==> src/rtl/riscv_biu_arbiter.sv <==
// Two-requester BIU arbiter: grants the D or I memory controller per transaction and holds
// ownership across bursts, locked sequences and outstanding data phases.
module riscv_biu_arbiter #(
  parameter int XLEN      = 32,
  parameter int PLEN      = 32,
  parameter int PRIORITY  = 0,
  parameter int MAX_OUTST = 2
) (
  input  logic            clk_i,
  input  logic            rst_ni,

  input  logic            d_stb_i,
  output logic            d_stb_ack_o,
  output logic            d_d_ack_o,
  input  logic [PLEN-1:0] d_adri_i,
  output logic [PLEN-1:0] d_adro_o,
  input  logic [2:0]      d_size_i,
  input  logic [2:0]      d_type_i,
  input  logic            d_we_i,
  input  logic            d_lock_i,
  input  logic [2:0]      d_prot_i,
  input  logic [XLEN-1:0] d_d_i,
  output logic [XLEN-1:0] d_q_o,
  output logic            d_ack_o,
  output logic            d_err_o,

  input  logic            i_stb_i,
  output logic            i_stb_ack_o,
  output logic            i_d_ack_o,
  input  logic [PLEN-1:0] i_adri_i,
  output logic [PLEN-1:0] i_adro_o,
  input  logic [2:0]      i_size_i,
  input  logic [2:0]      i_type_i,
  input  logic            i_we_i,
  input  logic            i_lock_i,
  input  logic [2:0]      i_prot_i,
  input  logic [XLEN-1:0] i_d_i,
  output logic [XLEN-1:0] i_q_o,
  output logic            i_ack_o,
  output logic            i_err_o,

  output logic            biu_stb_o,
  input  logic            biu_stb_ack_i,
  input  logic            biu_d_ack_i,
  output logic [PLEN-1:0] biu_adri_o,
  input  logic [PLEN-1:0] biu_adro_i,
  output logic [2:0]      biu_size_o,
  output logic [2:0]      biu_type_o,
  output logic            biu_we_o,
  output logic            biu_lock_o,
  output logic [2:0]      biu_prot_o,
  output logic [XLEN-1:0] biu_d_o,
  input  logic [XLEN-1:0] biu_q_i,
  input  logic            biu_ack_i,
  input  logic            biu_err_i
);

  localparam int OW = $clog2(MAX_OUTST + 1);

  typedef enum logic [1:0] {ST_IDLE = 2'd0, ST_OWN_D = 2'd1, ST_OWN_I = 2'd2} state_t;

  state_t          r_state;
  logic [3:0]      r_beat;
  logic [OW-1:0]   r_outst;
  logic            r_last_d;

  logic            w_pick_d, w_own_d, w_own_i, w_full, w_stb, w_we, w_lock;
  logic            w_accept, w_done, w_release;
  logic [PLEN-1:0] w_adri;
  logic [2:0]      w_size, w_type, w_prot;
  logic [XLEN-1:0] w_d;
  logic [3:0]      w_beat_nxt;
  logic [OW-1:0]   w_outst_nxt;

  // INCR of unspecified length is tracked as a 4-beat burst
  function automatic logic [3:0] burst_last(input logic [2:0] btype);
    case (btype)
      3'd0:             return 4'd0;
      3'd1, 3'd2, 3'd3: return 4'd3;
      3'd4, 3'd5:       return 4'd7;
      3'd6, 3'd7:       return 4'd15;
      default:          return 4'd0;
    endcase
  endfunction

  always_comb begin
    if (PRIORITY == 0) w_pick_d = d_stb_i;
    else               w_pick_d = d_stb_i & (~i_stb_i | ~r_last_d);
  end

  assign w_own_d = (r_state == ST_OWN_D) | ((r_state == ST_IDLE) & w_pick_d);
  assign w_own_i = (r_state == ST_OWN_I) | ((r_state == ST_IDLE) & ~w_pick_d & i_stb_i);
  assign w_full  = (r_outst == OW'(MAX_OUTST));

  always_comb begin
    w_stb = 1'b0; w_adri = {PLEN{1'b0}}; w_size = 3'd0; w_type = 3'd0;
    w_we = 1'b0; w_lock = 1'b0; w_prot = 3'd0; w_d = {XLEN{1'b0}};
    if (w_own_d) begin
      w_stb = d_stb_i & ~w_full; w_adri = d_adri_i; w_size = d_size_i; w_type = d_type_i;
      w_we = d_we_i; w_lock = d_lock_i; w_prot = d_prot_i; w_d = d_d_i;
    end else if (w_own_i) begin
      w_stb = i_stb_i & ~w_full; w_adri = i_adri_i; w_size = i_size_i; w_type = i_type_i;
      w_we = i_we_i; w_lock = i_lock_i; w_prot = i_prot_i; w_d = i_d_i;
    end else begin
      w_stb = 1'b0;
    end
  end

  assign w_accept = w_stb & biu_stb_ack_i;
  assign w_done   = biu_ack_i | biu_err_i;

  always_comb begin
    if (biu_err_i)              w_beat_nxt = 4'd0;
    else if (!w_accept)         w_beat_nxt = r_beat;
    else if (r_beat == 4'd0)    w_beat_nxt = burst_last(w_type);
    else                        w_beat_nxt = r_beat - 4'd1;
  end

  always_comb begin
    w_outst_nxt = r_outst;
    if (w_accept && !w_done)                             w_outst_nxt = r_outst + OW'(1);
    else if (!w_accept && w_done && r_outst != {OW{1'b0}}) w_outst_nxt = r_outst - OW'(1);
    else                                                 w_outst_nxt = r_outst;
  end

  // Release looks at next-cycle counters so a beat accepted on the release edge keeps ownership
  assign w_release = (w_beat_nxt == 4'd0) && (w_outst_nxt == {OW{1'b0}}) && !w_lock;

  always_ff @(posedge clk_i or negedge rst_ni) begin
    if (!rst_ni) begin
      r_state  <= ST_IDLE;
      r_beat   <= 4'd0;
      r_outst  <= {OW{1'b0}};
      r_last_d <= 1'b0;
    end else begin
      r_beat  <= w_beat_nxt;
      r_outst <= w_outst_nxt;
      case (r_state)
        ST_IDLE: begin
          if (w_own_d)      r_state <= ST_OWN_D;
          else if (w_own_i) r_state <= ST_OWN_I;
          else              r_state <= ST_IDLE;
        end
        ST_OWN_D: if (w_release) begin r_state <= ST_IDLE; r_last_d <= 1'b1; end
        ST_OWN_I: if (w_release) begin r_state <= ST_IDLE; r_last_d <= 1'b0; end
        default:  r_state <= ST_IDLE;
      endcase
    end
  end

  // All outputs are forced low while reset is asserted, including the combinational grant path
  assign biu_stb_o  = rst_ni & w_stb;
  assign biu_adri_o = {PLEN{rst_ni}} & w_adri;
  assign biu_size_o = {3{rst_ni}} & w_size;
  assign biu_type_o = {3{rst_ni}} & w_type;
  assign biu_we_o   = rst_ni & w_we;
  assign biu_lock_o = rst_ni & w_lock;
  assign biu_prot_o = {3{rst_ni}} & w_prot;
  assign biu_d_o    = {XLEN{rst_ni}} & w_d;

  assign d_stb_ack_o = rst_ni & w_own_d & w_stb & biu_stb_ack_i;
  assign d_d_ack_o   = rst_ni & w_own_d & biu_d_ack_i;
  assign d_ack_o     = rst_ni & w_own_d & biu_ack_i;
  assign d_err_o     = rst_ni & w_own_d & biu_err_i;
  assign d_adro_o    = {PLEN{rst_ni}} & biu_adro_i;
  assign d_q_o       = {XLEN{rst_ni}} & biu_q_i;

  assign i_stb_ack_o = rst_ni & w_own_i & w_stb & biu_stb_ack_i;
  assign i_d_ack_o   = rst_ni & w_own_i & biu_d_ack_i;
  assign i_ack_o     = rst_ni & w_own_i & biu_ack_i;
  assign i_err_o     = rst_ni & w_own_i & biu_err_i;
  assign i_adro_o    = {PLEN{rst_ni}} & biu_adro_i;
  assign i_q_o       = {XLEN{rst_ni}} & biu_q_i;

endmodule

==> config.mk <==
export PLATFORM = sky130hd
export DESIGN_NAME = riscv_biu_arbiter
export DESIGN_NICKNAME = d
export VERILOG_FILES = /design/src/rtl/riscv_biu_arbiter.sv
export SDC_FILE = /design/constraint.sdc
export NUM_CORES = 1
export LEC_CHECK = 0
export ABC_AREA = 1
export BUFFER_PORTS_ARGS = -buffer_cell sky130_fd_sc_hd__buf_4
export CAP_MARGIN = 25
export CELL_PAD_IN_SITES_DETAIL_PLACEMENT = 1
export CELL_PAD_IN_SITES_GLOBAL_PLACEMENT = 1
export CORE_AREA = 4 4 168 170
export DETAILED_ROUTE_END_ITERATION = 8
export DIE_AREA = 0 0 172 174
export PLACE_DENSITY_LB_ADDON = 0.1
export SYNTH_ARGS = -nofsm -noshare
export SYNTH_HDL_FRONTEND = slang
export SYNTH_SLANG_ARGS = --single-unit
==> constraint.sdc <==
create_clock -name clk_i -period 5.1 [get_ports clk_i]
set_input_delay 0.51 -clock clk_i [delete_from_list [all_inputs] [get_ports clk_i]]
set_output_delay 0.51 -clock clk_i [all_outputs]
set_load 0.02 [all_outputs]
# Word level (Yosys, flattened, before mapping)
# Memories as Yosys holds them, arrays and structs flattened.
# Index checks and enable logic that the tools add are counted.
op_classes:
  n_addsub: 3
  eq_ne: 4
  n_mux: 25
  n_bitwise: 33
  reduce_logical: 14
op_table:
  columns: ["cell", "n"]
  rows:
  - ["$and 32x32->32", 4]
  - ["$mux 32", 4]
  - ["$and 1x1->1", 21]
  - ["$mux 3", 6]
  - ["$mux 4", 3]
  - ["$mux 2", 5]
  - ["$and 3x3->3", 3]
  - ["$logic_not 4->1", 2]
  - ["$mux 1", 6]
  - ["$logic_and 1x1->1", 5]
  - ["$eq 2x2->1 const B", 2]
  - ["$logic_not 2->1", 2]
  - ["$pmux 2 s2", 1]
  - ["$sub 4x1->4 const B", 1]
  - ["$logic_not 1->1", 3]
  - ["$or 1x1->1", 3]
  - ["$add 2x1->2 const B", 1]
  - ["$eq 2x1->1 const B", 1]
  - ["$ne 2x1->1 const B", 1]
  - ["$not 1->1", 2]
  - ["$reduce_bool 2->1", 1]
  - ["$reduce_or 2->1", 1]
  - ["$sub 2x1->2 const B", 1]
word_totals:
  register_bits: 8
  romBits: 32
  output_inout_bits: 212
  mem_count: 1
memory_table:
  columns: ["memory", "depth", "word_bits", "read_ports", "rd_clocked_by_memory_dff", "wr", "line_no", "rtl"]
  rows:
  - ["(name not given)", 8, 4, 1, 0, 0, "77", "case (btype)"]

# Logic depth before layout (Yosys ltp)
logic_depth:
  word_depth: 17
  ltp_mapped: 17
  depth_no_buf: 17

# Worst setup path after synthesis
# No wires, ideal clock.
synth_path:
  path_type: "register to output"
  from: "register r_state[0]"
  to: "output port biu_adri_o[0]"
  arrival_ns: 1.816
  setup_slack_ns: 2.774
  path_stages_with_launch: 9
  cell_sequence: "dfrtp_1 inv_1 ha_1 a21oi_4 nand2_1 inv_2 clkbuf_1 nand2_1 a21oi_1"
synth_via:
  elab_chain_cells: 7
  elab_cells_between_ends: 11
  classes_between: "eq/ne (2); mux (2); bitwise (6); reduce/logical (1)"
synth_lines:
  columns: ["element", "line_no", "rtl"]
  rows:
  - ["start: declaration", "62", "state_t r_state;"]
  - ["start signal: assignment", "131", "r_state <= ST_IDLE;"]
  - ["start signal: assignment", "140", "if (w_own_d) r_state <= ST_OWN_D;"]
  - ["start signal: assignment", "141", "else if (w_own_i) r_state <= ST_OWN_I;"]
  - ["$logic_not 2->1", "91, 92", null]
  - ["$and 1x1->1 (2 in series)", "92", "assign w_own_i = (r_state == ST_OWN_I) | ((r_state == ST_IDLE) & ~w_pick_d & i_stb_i);"]
  - ["$or 1x1->1", "92", null]
  - ["$mux 32", "101", "end else if (w_own_i) begin"]
  - ["$mux 32 *", "98", "if (w_own_d) begin"]
  - ["$and 32x32->32 *", "153", "assign biu_adri_o = {PLEN{rst_ni}} & w_adri;"]
  - ["end: declaration", "45", "output logic [PLEN-1:0] biu_adri_o,"]
# Every way passes the cells marked *; elsewhere a longest branch is shown, timed or not.

# Worst setup path after layout
layout_path:
  from: "register r_state[0]"
  to: "output port biu_type_o[1]"
layout_via:
  elab_chain_cells: 7
  elab_cells_between_ends: 11
  classes_between: "eq/ne (2); mux (2); bitwise (6); reduce/logical (1)"
layout_lines:
  columns: ["element", "line_no", "rtl"]
  rows:
  - ["$logic_not 2->1", "91, 92", null]
  - ["$and 1x1->1 (2 in series)", "92", null]
  - ["$or 1x1->1", "92", null]
  - ["$mux 3", "101", null]
  - ["$mux 3 *", "98", null]
  - ["$and 3x3->3 *", "155", "assign biu_type_o = {3{rst_ni}} & w_type;"]
  - ["end: declaration", "48", "output logic [2:0] biu_type_o,"]
# Marked as above.

==> results.yml <==
yosys:
  syn_nets: 793
  synth_warnings: 0
  synth_mux_area_share_pct: 0
  synthCells: 565
  synth_xor_area_share_pct: 0
  synthSimpleGateAreaFrac_pct: 40.8
  synth_top_family_by_area: "simple AND/OR/NAND/NOR gates"
  netlist_area_mm2: 0.00279
  synth-seq-cells: 8
  ys_seq_area_share_pct: 7.18
  synthAdderAreaFrac_pct: 2.69
  synth_compound_area_share_pct: 15.6
  syn_avg_cell_area_um2: 4.94
  synth.distinct_cells: 20
critical_path:
  cp-start-kind: "flop"
  cp_data_required_time_ns: 4.59
  arrival_ns: 2.36
  crit_slowest_cell: "inv_4"
  path_buf_inv: 3
  critPathTopFamily: "buffers and inverters"
  path_class: "flop to output port"
  critPathCaptureType: "output port"
  cp_slowest_stage_delay_ns: 0.58
  worstPathMaxFanout: 77
  crit_chain: "inv_1 -> ha_1 -> a21oi_4 -> inv_4 -> nand2_1 -> a21oi_1 -> buf_4"
detailed_routing:
  drtAntennaViolNets: 0
  via_count: 4587
  viasPerCell: 3.66
  drt_iter0_markers: 114
  wl_per_cell_um: 14.9
  first_pass_iters: 4
  drcViolationCount: 0
  wl_um: 18700
grt:
  antenna_found_initial: 2
  grt_use_total_pct: 11.0
  grt_max_degree: 78
  grt_pass1_vias: 4720
  grt_pass1_wl_um: 26100
  grt_overflow: 0
outcome:
  status: "finished clean"
floorplan:
  die_h_um: 174
  die_w_um: 172
  core_area_mm2: 0.0267
  rows: 60
  die_area_mm2: 0.0299
  ios: 434
  initial_core_util_pct: 10.4
layout:
  stdcell_count: 1254
  utilization_pct: 22.4
  seq_area_um2: 200
  multi_input_area_mm2: 0.00165
  fillerInstances: 3427
  synthToLayoutAreaGrowth_pct: 115
  post_route_cells_drive_above_1_share_pct: 50.4
  nets: 1141
  final_common_cell: "buf_4"
  final_cell_mix: "buf_4, nand2_1, inv_1"
sta:
  skew_ns: 0.00113
  post-route-period-util_pct: 56.2
  slew_headroom_pct: 41.5
  max_freq_ghz: 0.349
  worstMarginPinSlew_ns: 0.878
  drv_slew: 0
  min_period_ns: 2.87
  grt_setup_unrepaired: "false"
  setup_tns_ns: 0
  hold_violations: 0
  setup_viol: 0
placed_design:
  place_congestion: 0.732
  numPortBuffers: 433
  dp_cells: 1249
  hpwl_um: 15800
clocking:
  cts_root_buf: "clkbuf_16"
  ctsResizeCount: 0
  clock_latency_ns: 0.23
  hold_buffers: 0
  numCtsBuffers: 3
  post-cts-setup-buffer-count: 0
  clk_pin_slew_worst_paths_ns: 0.04
  cts_buffer_depth: 2
  cts_tree: "done"
  cts.sinks: 8
  cts_max_level: 1
pwr:
  p_seq_share_pct: 5.6
  p_leak_nw: 3.67
  combPwrFrac_pct: 87.5
  clockPowerShare_pct: 6.9
  p_int_mw: 0.833
  p_total_mw: 1.91
  p_switching_mw: 1.08
  ir_drop_uv: 195
  p_sw_share_pct: 56.4
  p_per_area_mw_per_mm2: 319
worst_hold_path:
  hold_class: "input pin to asynchronous set/reset pin"
flow_run:
  cap_violations: 0
-- worst register-to-register path, stage by stage, from the launching register on --
cell	delay [ns]
dfrtp_1	0.38
inv_1	0.08
ha_1	0.24
a21oi_4	0.12
inv_4	0.58
o21ai_4	0.15
nand3_4	0.21
clkinv_4	0.11
nand2_2	0.09
nand2_1	0.05
nand2_1	0.06
nand2_2	0.06
nor2_2	0.14
nand3_2	0.12
nand2_2	0.09
nand2_1	0.06
nand2_1	0.05
-- routing by layer --
layer  global-route usage, %  vias to the layer above  wire [um]
met2                    22.1                      250       9930
met5                       0                        -          0
met1                    11.0                     2006       6530
li1                        -                     2315          -
met4                    2.69                        0        380
met3                    2.75                       16       1830
-- registers in the layout, indices dropped and copies added, names as in the netlist --
register and count:
r_beat 4, r_outst 2, r_state 2
-- per-stage QoR --
step	worst slack [ns]	hold slack [ns]	cell area [um2]
after floorplan	2.77	0.214	2790
after global placement	1.93	0.415	5890
after detailed placement	2.29	0.417	5910
after CTS	2.15	0.169	5990
after global routing	1.97	0.178	5990
final	2.23	0.159	5990
-- synthesized netlist by cell type --
library cell	number	area [um2]
inv_1	85	319
ha_1	6	75.1
nor2_2	1	6.26
clkinv_4	1	8.76
o21ai_4	1	16.3
a21oi_1	77	385
nand2_1	240	901
inv_2	3	11.3
nor2_1	18	67.6
dfrtp_1	8	200
nand3_1	17	85.1
o2bb2ai_1	1	8.76
nand3_2	1	10.0
nand3_4	1	17.5
nand2_2	8	50.1
a22oi_1	1	7.51
a21oi_4	1	16.3
buf_4	65	488
clkbuf_1	29	109
inv_4	1	6.26
-- power by group through the flow --
stage / logic, mW / clock network [mW] / registers (mW)
after floorplan: 1.04 / 0 / 0.104
after global placement: 1.73 / 0 / 0.108
after detailed placement: 1.72 / 0 / 0.108
after CTS: 1.73 / 0.136 / 0.107
after global routing: 1.85 / 0.138 / 0.112
final: 1.67 / 0.132 / 0.107
-- cell type report --
type | count | share of cell area, %
diodes | 2 | 0.0835
repair buffers | 437 | 55.0
inverters | 90 | 5.76
well taps | 341 | 7.12
clock buffers | 3 | 1.25
multi-input cells | 373 | 27.5
flip-flops and latches | 8 | 3.34
-- cells by family after synthesis --
kind of cell | Yosys count
flops | 8
fa+ha+maj | 6
compound gates | 81
simple gates | 286
buf+inv | 184
-- worst paths after layout --
| kind | from | endpoint | slack (ns) | cells past startpoint |
|---|---|---|---|---|
| max in group asynchronous | rst_ni | r_beat[2]$_DFF_PN0_ | 4.15 | 2 |
| min reg2reg | r_state[0]$_DFFE_PN0P_ | r_state[0]$_DFFE_PN0P_ | 0.53 | 2 |
| max reg2reg | r_state[0]$_DFFE_PN0P_ | r_state[0]$_DFFE_PN0P_ | 2.43 | 16 |
| max | r_state[0]$_DFFE_PN0P_ | biu_type_o[1] | 2.23 | 7 |
| min | rst_ni | r_state[0]$_DFFE_PN0P_ | 0.16 | 1 |
| min in group clk_i | r_state[0]$_DFFE_PN0P_ | r_state[0]$_DFFE_PN0P_ | 0.53 | 2 |
Power figures use the tool's default switching activity.
